**src/rtl/pong_pkg.sv**
```systemverilog
//------------------------------------------------------------------------------
// Module  : pong_pkg
// Brief   : Shared state encodings, screen geometry and game constants for pong.
// Revision: 1.0 - initial release
//------------------------------------------------------------------------------
`default_nettype none

package pong_pkg;

    typedef enum logic [2:0] {
        S_IDLE   = 3'd0,
        S_SERVE  = 3'd1,
        S_PLAY   = 3'd2,
        S_SCORED = 3'd3,
        S_OVER   = 3'd4
    } game_state_t;

    // Geometry is 11 bits wide so that ball_x + BALL_SIZE can never wrap.
    localparam logic [10:0] SCREEN_W    = 11'd640;
    localparam logic [10:0] SCREEN_H    = 11'd480;
    localparam logic [10:0] WALL_TOP    = 11'd0;
    localparam logic [10:0] WALL_BOTTOM = 11'd400;
    localparam logic [10:0] BALL_SIZE   = 11'd16;
    localparam logic [10:0] PADDLE_LX   = 11'd16;
    localparam logic [10:0] PADDLE_RX   = 11'd608;
    localparam logic [10:0] PADDLE_H    = 11'd64;

    localparam logic [9:0]  TICK_LINE    = 10'd480;
    localparam logic [7:0]  SERVE_FRAMES = 8'd60;
    localparam logic [3:0]  WIN_SCORE    = 4'd9;
    localparam logic [7:0]  HITS_PER_UP  = 8'd4;
    localparam logic [2:0]  MAX_SPEED    = 3'd4;

    localparam logic DIR_POS = 1'b0;
    localparam logic DIR_NEG = 1'b1;

endpackage

`default_nettype wire

```
**src/rtl/pong_frame_tick.sv**
```systemverilog
//------------------------------------------------------------------------------
// Module  : pong_frame_tick
// Brief   : Registered one-cycle frame tick when the scan reaches (0, TICK_LINE).
// Revision: 1.0 - initial release
//------------------------------------------------------------------------------
`default_nettype none

module pong_frame_tick #(
    parameter logic [9:0] TICK_LINE = 10'd480
) (
    input  logic       clk,
    input  logic       rst,
    input  logic [9:0] counter_x,
    input  logic [9:0] counter_y,
    output logic       frame_tick
);

    logic r_tick;

    always_ff @(posedge clk) begin
        if (rst) begin
            r_tick <= 1'b0;
        end else begin
            r_tick <= (counter_x == 10'd0) && (counter_y == TICK_LINE);
        end
    end

    assign frame_tick = r_tick;

endmodule

`default_nettype wire

```
**src/rtl/pong_game_ctrl.sv**
```systemverilog
//------------------------------------------------------------------------------
// Module  : pong_game_ctrl
// Brief   : Pong sequencer: serve/play/score/over FSM, collisions and scores.
//           Define SPEEDUP_EN to raise ball speed with paddle hits.
// Revision: 1.0 - initial release
//------------------------------------------------------------------------------
`default_nettype none

module pong_game_ctrl
    import pong_pkg::*;
(
    input  logic       clk,
    input  logic       rst,
    input  logic       start,
    input  logic [9:0] counter_x,
    input  logic [9:0] counter_y,
    input  logic [9:0] ball_x,
    input  logic [9:0] ball_y,
    input  logic [9:0] paddle_ly,
    input  logic [9:0] paddle_ry,
    output logic       ball_load,
    output logic       ball_step,
    output logic       ball_dir_x,
    output logic       ball_dir_y,
    output logic [2:0] ball_speed,
    output logic [3:0] score_l,
    output logic [3:0] score_r,
    output logic [2:0] game_state,
    output logic       game_over
);

    logic        w_frame_tick;
    game_state_t r_state, w_state_n;
    logic        r_start_d, w_start_rise;
    logic        r_load, w_load_n, r_step, w_step_n;
    logic        r_dir_x, w_dir_x_n, r_dir_y, w_dir_y_n;
    logic [3:0]  r_score_l, w_score_l_n, r_score_r, w_score_r_n, w_new_score;
    logic [7:0]  r_frames, w_frames_n;
    logic        r_scorer_r, w_scorer_r_n;
    logic [2:0]  w_speed;
    logic [10:0] w_bx, w_by, w_bx_end, w_by_end, w_ply, w_pry;
    logic        w_top, w_bottom, w_hit_l, w_hit_r, w_miss_l, w_miss_r;

    pong_frame_tick #(
        .TICK_LINE (TICK_LINE)
    ) u_frame_tick (
        .clk        (clk),
        .rst        (rst),
        .counter_x  (counter_x),
        .counter_y  (counter_y),
        .frame_tick (w_frame_tick)
    );

    assign w_start_rise = start & ~r_start_d;

    assign w_bx     = {1'b0, ball_x};
    assign w_by     = {1'b0, ball_y};
    assign w_ply    = {1'b0, paddle_ly};
    assign w_pry    = {1'b0, paddle_ry};
    assign w_bx_end = w_bx + BALL_SIZE;
    assign w_by_end = w_by + BALL_SIZE;

    assign w_top    = (w_by <= WALL_TOP);
    assign w_bottom = (w_by_end >= WALL_BOTTOM);
    assign w_hit_l  = (r_dir_x == DIR_NEG) && (w_bx <= PADDLE_LX) &&
                      (w_by_end > w_ply) && (w_by < w_ply + PADDLE_H);
    assign w_hit_r  = (r_dir_x == DIR_POS) && (w_bx_end >= PADDLE_RX) &&
                      (w_by_end > w_pry) && (w_by < w_pry + PADDLE_H);
    // A paddle hit always beats a miss on the same tick.
    assign w_miss_l = !(w_hit_l || w_hit_r) && (w_bx <= {8'd0, w_speed});
    assign w_miss_r = !(w_hit_l || w_hit_r) && (w_bx_end >= SCREEN_W - {8'd0, w_speed});

    assign w_new_score = (r_scorer_r ? r_score_r : r_score_l) + 4'd1;

`ifdef SPEEDUP_EN
    logic [2:0] r_speed, w_speed_n;
    logic [7:0] r_hits, w_hits_n;
    assign w_speed = r_speed;
`else
    assign w_speed = 3'd1;
`endif

    always_comb begin
        w_state_n    = r_state;
        w_load_n     = 1'b0;
        w_step_n     = 1'b0;
        w_dir_x_n    = r_dir_x;
        w_dir_y_n    = r_dir_y;
        w_score_l_n  = r_score_l;
        w_score_r_n  = r_score_r;
        w_frames_n   = r_frames;
        w_scorer_r_n = r_scorer_r;
`ifdef SPEEDUP_EN
        w_speed_n    = r_speed;
        w_hits_n     = r_hits;
`endif
        case (r_state)
            S_IDLE, S_OVER: begin
                if (w_start_rise) begin
                    w_score_l_n = 4'd0;
                    w_score_r_n = 4'd0;
                    w_load_n    = 1'b1;
                    w_frames_n  = 8'd0;
                    w_state_n   = S_SERVE;
`ifdef SPEEDUP_EN
                    w_speed_n   = 3'd1;
                    w_hits_n    = 8'd0;
`endif
                end
            end
            S_SERVE: begin
                if (w_frame_tick) begin
                    if (r_frames == SERVE_FRAMES - 8'd1) begin
                        w_frames_n = 8'd0;
                        w_state_n  = S_PLAY;
                    end else begin
                        w_frames_n = r_frames + 8'd1;
                    end
                end
            end
            S_PLAY: begin
                if (w_frame_tick) begin
                    if (w_top)    w_dir_y_n = DIR_POS;
                    if (w_bottom) w_dir_y_n = DIR_NEG;
                    if (w_hit_l)  w_dir_x_n = DIR_POS;
                    if (w_hit_r)  w_dir_x_n = DIR_NEG;
`ifdef SPEEDUP_EN
                    if (w_hit_l || w_hit_r) begin
                        if (r_hits == HITS_PER_UP - 8'd1) begin
                            w_hits_n = 8'd0;
                            if (r_speed < MAX_SPEED) w_speed_n = r_speed + 3'd1;
                        end else begin
                            w_hits_n = r_hits + 8'd1;
                        end
                    end
`endif
                    if (w_miss_l || w_miss_r) begin
                        w_scorer_r_n = w_miss_l;
                        w_state_n    = S_SCORED;
                    end else begin
                        w_step_n = 1'b1;
                    end
                end
            end
            S_SCORED: begin
                if (r_scorer_r) w_score_r_n = w_new_score;
                else            w_score_l_n = w_new_score;
                if (w_new_score == WIN_SCORE) begin
                    w_state_n = S_OVER;
                end else begin
                    // Serve toward the player who just conceded.
                    w_load_n   = 1'b1;
                    w_dir_x_n  = r_scorer_r ? DIR_NEG : DIR_POS;
                    w_dir_y_n  = DIR_POS;
                    w_frames_n = 8'd0;
                    w_state_n  = S_SERVE;
`ifdef SPEEDUP_EN
                    w_speed_n  = 3'd1;
                    w_hits_n   = 8'd0;
`endif
                end
            end
            default: w_state_n = S_IDLE;
        endcase
    end

    always_ff @(posedge clk) begin
        // Tracks start during reset too, so a held button cannot start a game on release.
        r_start_d <= start;
        if (rst) begin
            r_state    <= S_IDLE;
            r_load     <= 1'b0;
            r_step     <= 1'b0;
            r_dir_x    <= DIR_POS;
            r_dir_y    <= DIR_POS;
            r_score_l  <= 4'd0;
            r_score_r  <= 4'd0;
            r_frames   <= 8'd0;
            r_scorer_r <= 1'b0;
`ifdef SPEEDUP_EN
            r_speed    <= 3'd1;
            r_hits     <= 8'd0;
`endif
        end else begin
            r_state    <= w_state_n;
            r_load     <= w_load_n;
            r_step     <= w_step_n;
            r_dir_x    <= w_dir_x_n;
            r_dir_y    <= w_dir_y_n;
            r_score_l  <= w_score_l_n;
            r_score_r  <= w_score_r_n;
            r_frames   <= w_frames_n;
            r_scorer_r <= w_scorer_r_n;
`ifdef SPEEDUP_EN
            r_speed    <= w_speed_n;
            r_hits     <= w_hits_n;
`endif
        end
    end

    assign ball_load  = r_load;
    assign ball_step  = r_step;
    assign ball_dir_x = r_dir_x;
    assign ball_dir_y = r_dir_y;
    assign ball_speed = w_speed;
    assign score_l    = r_score_l;
    assign score_r    = r_score_r;
    assign game_state = r_state;
    assign game_over  = (r_state == S_OVER);

endmodule

`default_nettype wire

```
**config.mk**
```make
export PLATFORM = sky130hd
export DESIGN_NAME = pong_game_ctrl
export DESIGN_NICKNAME = d
export VERILOG_FILES = /design/src/rtl/pong_pkg.sv /design/src/rtl/pong_frame_tick.sv /design/src/rtl/pong_game_ctrl.sv
export SDC_FILE = /design/constraint.sdc
export NUM_CORES = 1
export LEC_CHECK = 0
export CAP_MARGIN = 10
export CORE_MARGIN = 2
export CORE_UTILIZATION = 35
export CTS_CLUSTER_SIZE = 40
export DETAILED_ROUTE_END_ITERATION = 6
export HOLD_SLACK_MARGIN = 0.1
export MAX_ROUTING_LAYER = met4
export PLACE_DENSITY = 0.72
export SLEW_MARGIN = 10
export SYNTH_ARGS = -nofsm -noshare
export SYNTH_HDL_FRONTEND = slang
export SYNTH_HIERARCHICAL = 1
export SYNTH_SLANG_ARGS = --single-unit
```
**constraint.sdc**
```tcl
create_clock -name clk -period 6.33 [get_ports clk]
set_input_delay 1.266 -clock clk [delete_from_list [all_inputs] [get_ports clk]]
set_output_delay 1.266 -clock clk [all_outputs]
set_load 0.02 [all_outputs]
```
==> key figures <==
Status
  • Status: finished, final reports clean

Clock tree
  • Setup Buffers After CTS: 0
  • Clock buffer count from CTS: 3
  • Clock transition at path regs: 0.10 ns
  • CTS tree: yes
  • Hold-fix buffers, CTS: 0
  • Post-CTS Resized: 0
  • Root buf cell: clkbuf_8
  • H-tree depth: 1
  • Clock sink count: 26
  • Worst skew pair latency: 0.28 ns
  • Clock Path Buffers: 2

STA
  • Pins over their slew limit: 0
  • Fraction of the cycle the final worst path needs: 0.659
  • Hold Vio Cnt, Final: 0
  • Max_slew headroom: 0.478
  • Setup violators final: 0
  • Tmin final: 4.17 ns
  • FMAX: 240 MHz
  • RSZ-0062 raised after global routing: false
  • Setup TNS: 0 ns
  • Hold WS: 0.489 ns
  • Slew @ Worst Pin: 0.781 ns
  • Worst clock skew: 0.0106 ns

Setup path
  • Largest stage delay, worst path: 0.67 ns
  • Reg-to-Reg Start: r_scorer_r$_SDFFE_PP0P_
  • Peak fanout along the critical path: 7
  • CP bufs+invs: 2
  • CP cell instances: clkdlybuf4s50_1, and3_1, nand3_1, xor2_1, inv_1, ha_1, and4_1, o211ai_1, o21a_1, a2111oi_1, nor3_1, a41o_1
  • Required @ worst endpoint: 6.52 ns
  • Crit path max-delay family: compound AO/OA/AOI/OAI gates
  • Slowest CP cell: a2111oi_1
  • Worst Path Arrival: 4.36 ns
  • Startpoint Class: input port
  • WS Path Type: input port to register
  • Crit end category: register
  • Critical Path Source: ball_y[8]

Logic synthesis
  • Synth Area in Adders: 0.196
  • Yosys warnings: 6
  • Post-synth ARST share: 0
  • Mux contribution to synthesized area: 0.0420
  • Synth Cell Area: 0.00280 mm^2
  • Sequential element share of the synthesized area: 0.186
  • Number of synthesized flops with an enable pin: 0
  • Top FF cell, synth: dfxtp_1
  • Mapped Cells: 351
  • Simple-gate portion of the synthesized area: 0.243
  • Distinct cells, synth: 66
  • Syn_area_per_cell: 7.98 um^2
  • Largest family of logic cells by synthesized area: simple AND/OR/NAND/NOR gates
  • Complex-gate fraction of the synthesized area: 0.213
  • Xor/xnor cell area share of the yosys netlist: 0.0406
  • Number of synthesized register bits: 26

Placed design
  • RePlAce Congestion: 0.955
  • Placed Instance Area: 0.00364 mm^2
  • Number of I/O port buffers: 78
  • Detailed Place HPWL: 5950 um
  • Dpl cells: 522

Finish
  • Area occupied by multi-input gates: 0.00207 mm^2
  • # fillers: 748
  • Post-Layout Cell Count: 526
  • Share of cells above drive strength 1: 0.0425
  • Final Cell Area: 0.00371 mm^2
  • Nets: 532
  • N_diodes: 0
  • Layout overhead on the synthesized area: 32.4%
  • Reg area: 520 um^2

Drt
  • Vias/cell: 5.39
  • Initial DRC Count: 79
  • DRT antenna net count: 0
  • DRT Pass-1 Iters: 4
  • Avg WL per Cell: 13.9 um
  • Residual DRC count: 0
  • Final WL: 7320 um
  • Via count: 2,836

Floorplanning
  • DIE WIDTH: 93.5 um
  • Core Region: 0.00773 mm^2
  • Initial Util: 0.363
  • Die Y: 93.5 um
  • Ports: 82
  • Cell Rows: 32
  • Full die area: 0.00874 mm^2

Global route
  • Global-route wire length before repair: 12,600 um
  • Largest net degree at the start of global routing: 22
  • Overflow left after global routing: 0
  • GRT Util Overall: 0.178
  • Number of global-route vias before repair: 2,863
  • Initial antenna violation count: 0

Worst hold path
  • Type of the worst min-delay path: register to register
  • Critical hold path startpoint: r_frames[5]$_SDFFE_PP0P_

Run
  • Max_cap viols: 0

Pwr
  • Max IR drop VDD: 0.000102 V
  • Power per cell area: 128 mW/mm^2
  • Leak Pwr: 1.53 nW
-- layout make-up --
| cell class | count | area share |
|---|---|---|
| clock buffers | 3 | 0.0111 |
| flip-flops and latches | 26 | 0.140 |
| clock inverters | 1 | 0.00809 |
| repair buffers | 78 | 0.210 |
| inverters | 33 | 0.0371 |
| well taps | 102 | 0.0344 |
| multi-input cells | 283 | 0.559 |
-- worst min-delay path, cell delays in order, from the launching register on --
cell	delay (ns)
dfxtp_1	0.33
o31ai_1	0.06
a21oi_1	0.05
-- through the flow --
step,utilization,setup WS (ns),power (W)
global placement,0.471,2.01,0.000332
detailed placement,0.471,1.90,0.000336
floorplan,-,2.75,0.000266
finish,0.480,2.16,0.000477
global route,0.480,1.92,0.000505
CTS,0.480,2.19,0.000478
-- cells in the final DEF (no fill, tap or decap), types with 4 or more instances in the layout --
cell type,synthesis,final
nand4_1,6,6
o211ai_1,4,4
o21ai_0,12,12
xor2_1,6,6
or4_1,6,6
o31ai_1,4,4
inv_1,32,32
a31oi_1,6,6
nor4_1,11,11
nor3_1,12,12
nand2b_1,5,5
nand2_1,18,18
xnor2_1,7,7
dfxtp_1,26,26
or3_1,5,5
a21o_1,4,4
nor2_1,27,27
ha_1,44,44
and3_1,6,6
mux2i_1,7,7
o21a_1,5,5
clkdlybuf4s50_1,0,78
a21oi_1,22,22
nand3_1,14,14
-- layer usage --
metal  wire [um]  global-route usage  part of all wire  vias up
met5           0                   -                 0        -
met4          93              0.0294             0.013        0
li1            -                   -                 -     1440
met2        3510               0.311              0.48       82
met1        3350               0.222              0.46     1304
met3         362              0.0234             0.049       10
-- cell usage after synthesis (3+ instances only) --
master / number / share of area
nor4_1: 11 / 0.025
clkbuf_1: 3 / 0.0040
mux2_2: 3 / 0.012
nand4_1: 6 / 0.013
and3_1: 6 / 0.013
nand3_1: 14 / 0.025
or4_1: 6 / 0.016
dfxtp_1: 26 / 0.19
nand2b_1: 5 / 0.011
o21a_1: 5 / 0.013
a22oi_1: 3 / 0.0080
ha_1: 44 / 0.20
nand2_1: 18 / 0.024
xor2_1: 6 / 0.019
a31oi_1: 6 / 0.013
o21ai_0: 12 / 0.021
buf_4: 3 / 0.0080
a21o_1: 4 / 0.011
or3_1: 5 / 0.011
xnor2_1: 7 / 0.022
nor2_1: 27 / 0.036
mux2i_1: 7 / 0.025
o211ai_1: 4 / 0.011
a21oi_1: 22 / 0.039
nor3_1: 12 / 0.021
inv_1: 32 / 0.043
o31ai_1: 4 / 0.011
-- kinds of logic (layout without fill, tap and decap cells) --
| family | Yosys count | after routing |
|---|---|---|
| compound gates | 85 | 85 |
| xor+xnor | 13 | 13 |
| fa+ha+maj | 44 | 44 |
| buf+inv | 43 | 115 |
| flops | 26 | 26 |
| mux | 11 | 11 |
| other cells | 2 | 3 |
| simple gates | 127 | 127 |
-- sequential cells by signal, indices dropped and copies added, names as in the netlist --
signal                   flops
r_frames                     8
ball_step                    1
game_state                   3
r_start_d                    1
ball_dir_y                   1
ball_load                    1
u_frame_tick/frame_tick      1
ball_dir_x                   1
score_l                      4
score_r                      4
r_scorer_r                   1
-- power breakdown --
group	switching, W	internal (W)
clock	0.0000582	0.0000848
sequential	0.00000374	0.000166
combinational	0.0000809	0.0000834
total	0.000143	0.000334
-- worst paths after layout --
check / to / slack, ns / cells after the start
worst min-delay path: r_frames[5]$_SDFFE_PP0P_ / 0.49 / 2
worst max register to register: r_frames[2]$_SDFFE_PP0P_ / 3.61 / 7
worst min register to register: r_frames[5]$_SDFFE_PP0P_ / 0.49 / 2
worst max-delay path: game_state[0]$_SDFFE_PP0P_ / 2.16 / 12
Power figures use the tool's default switching activity.
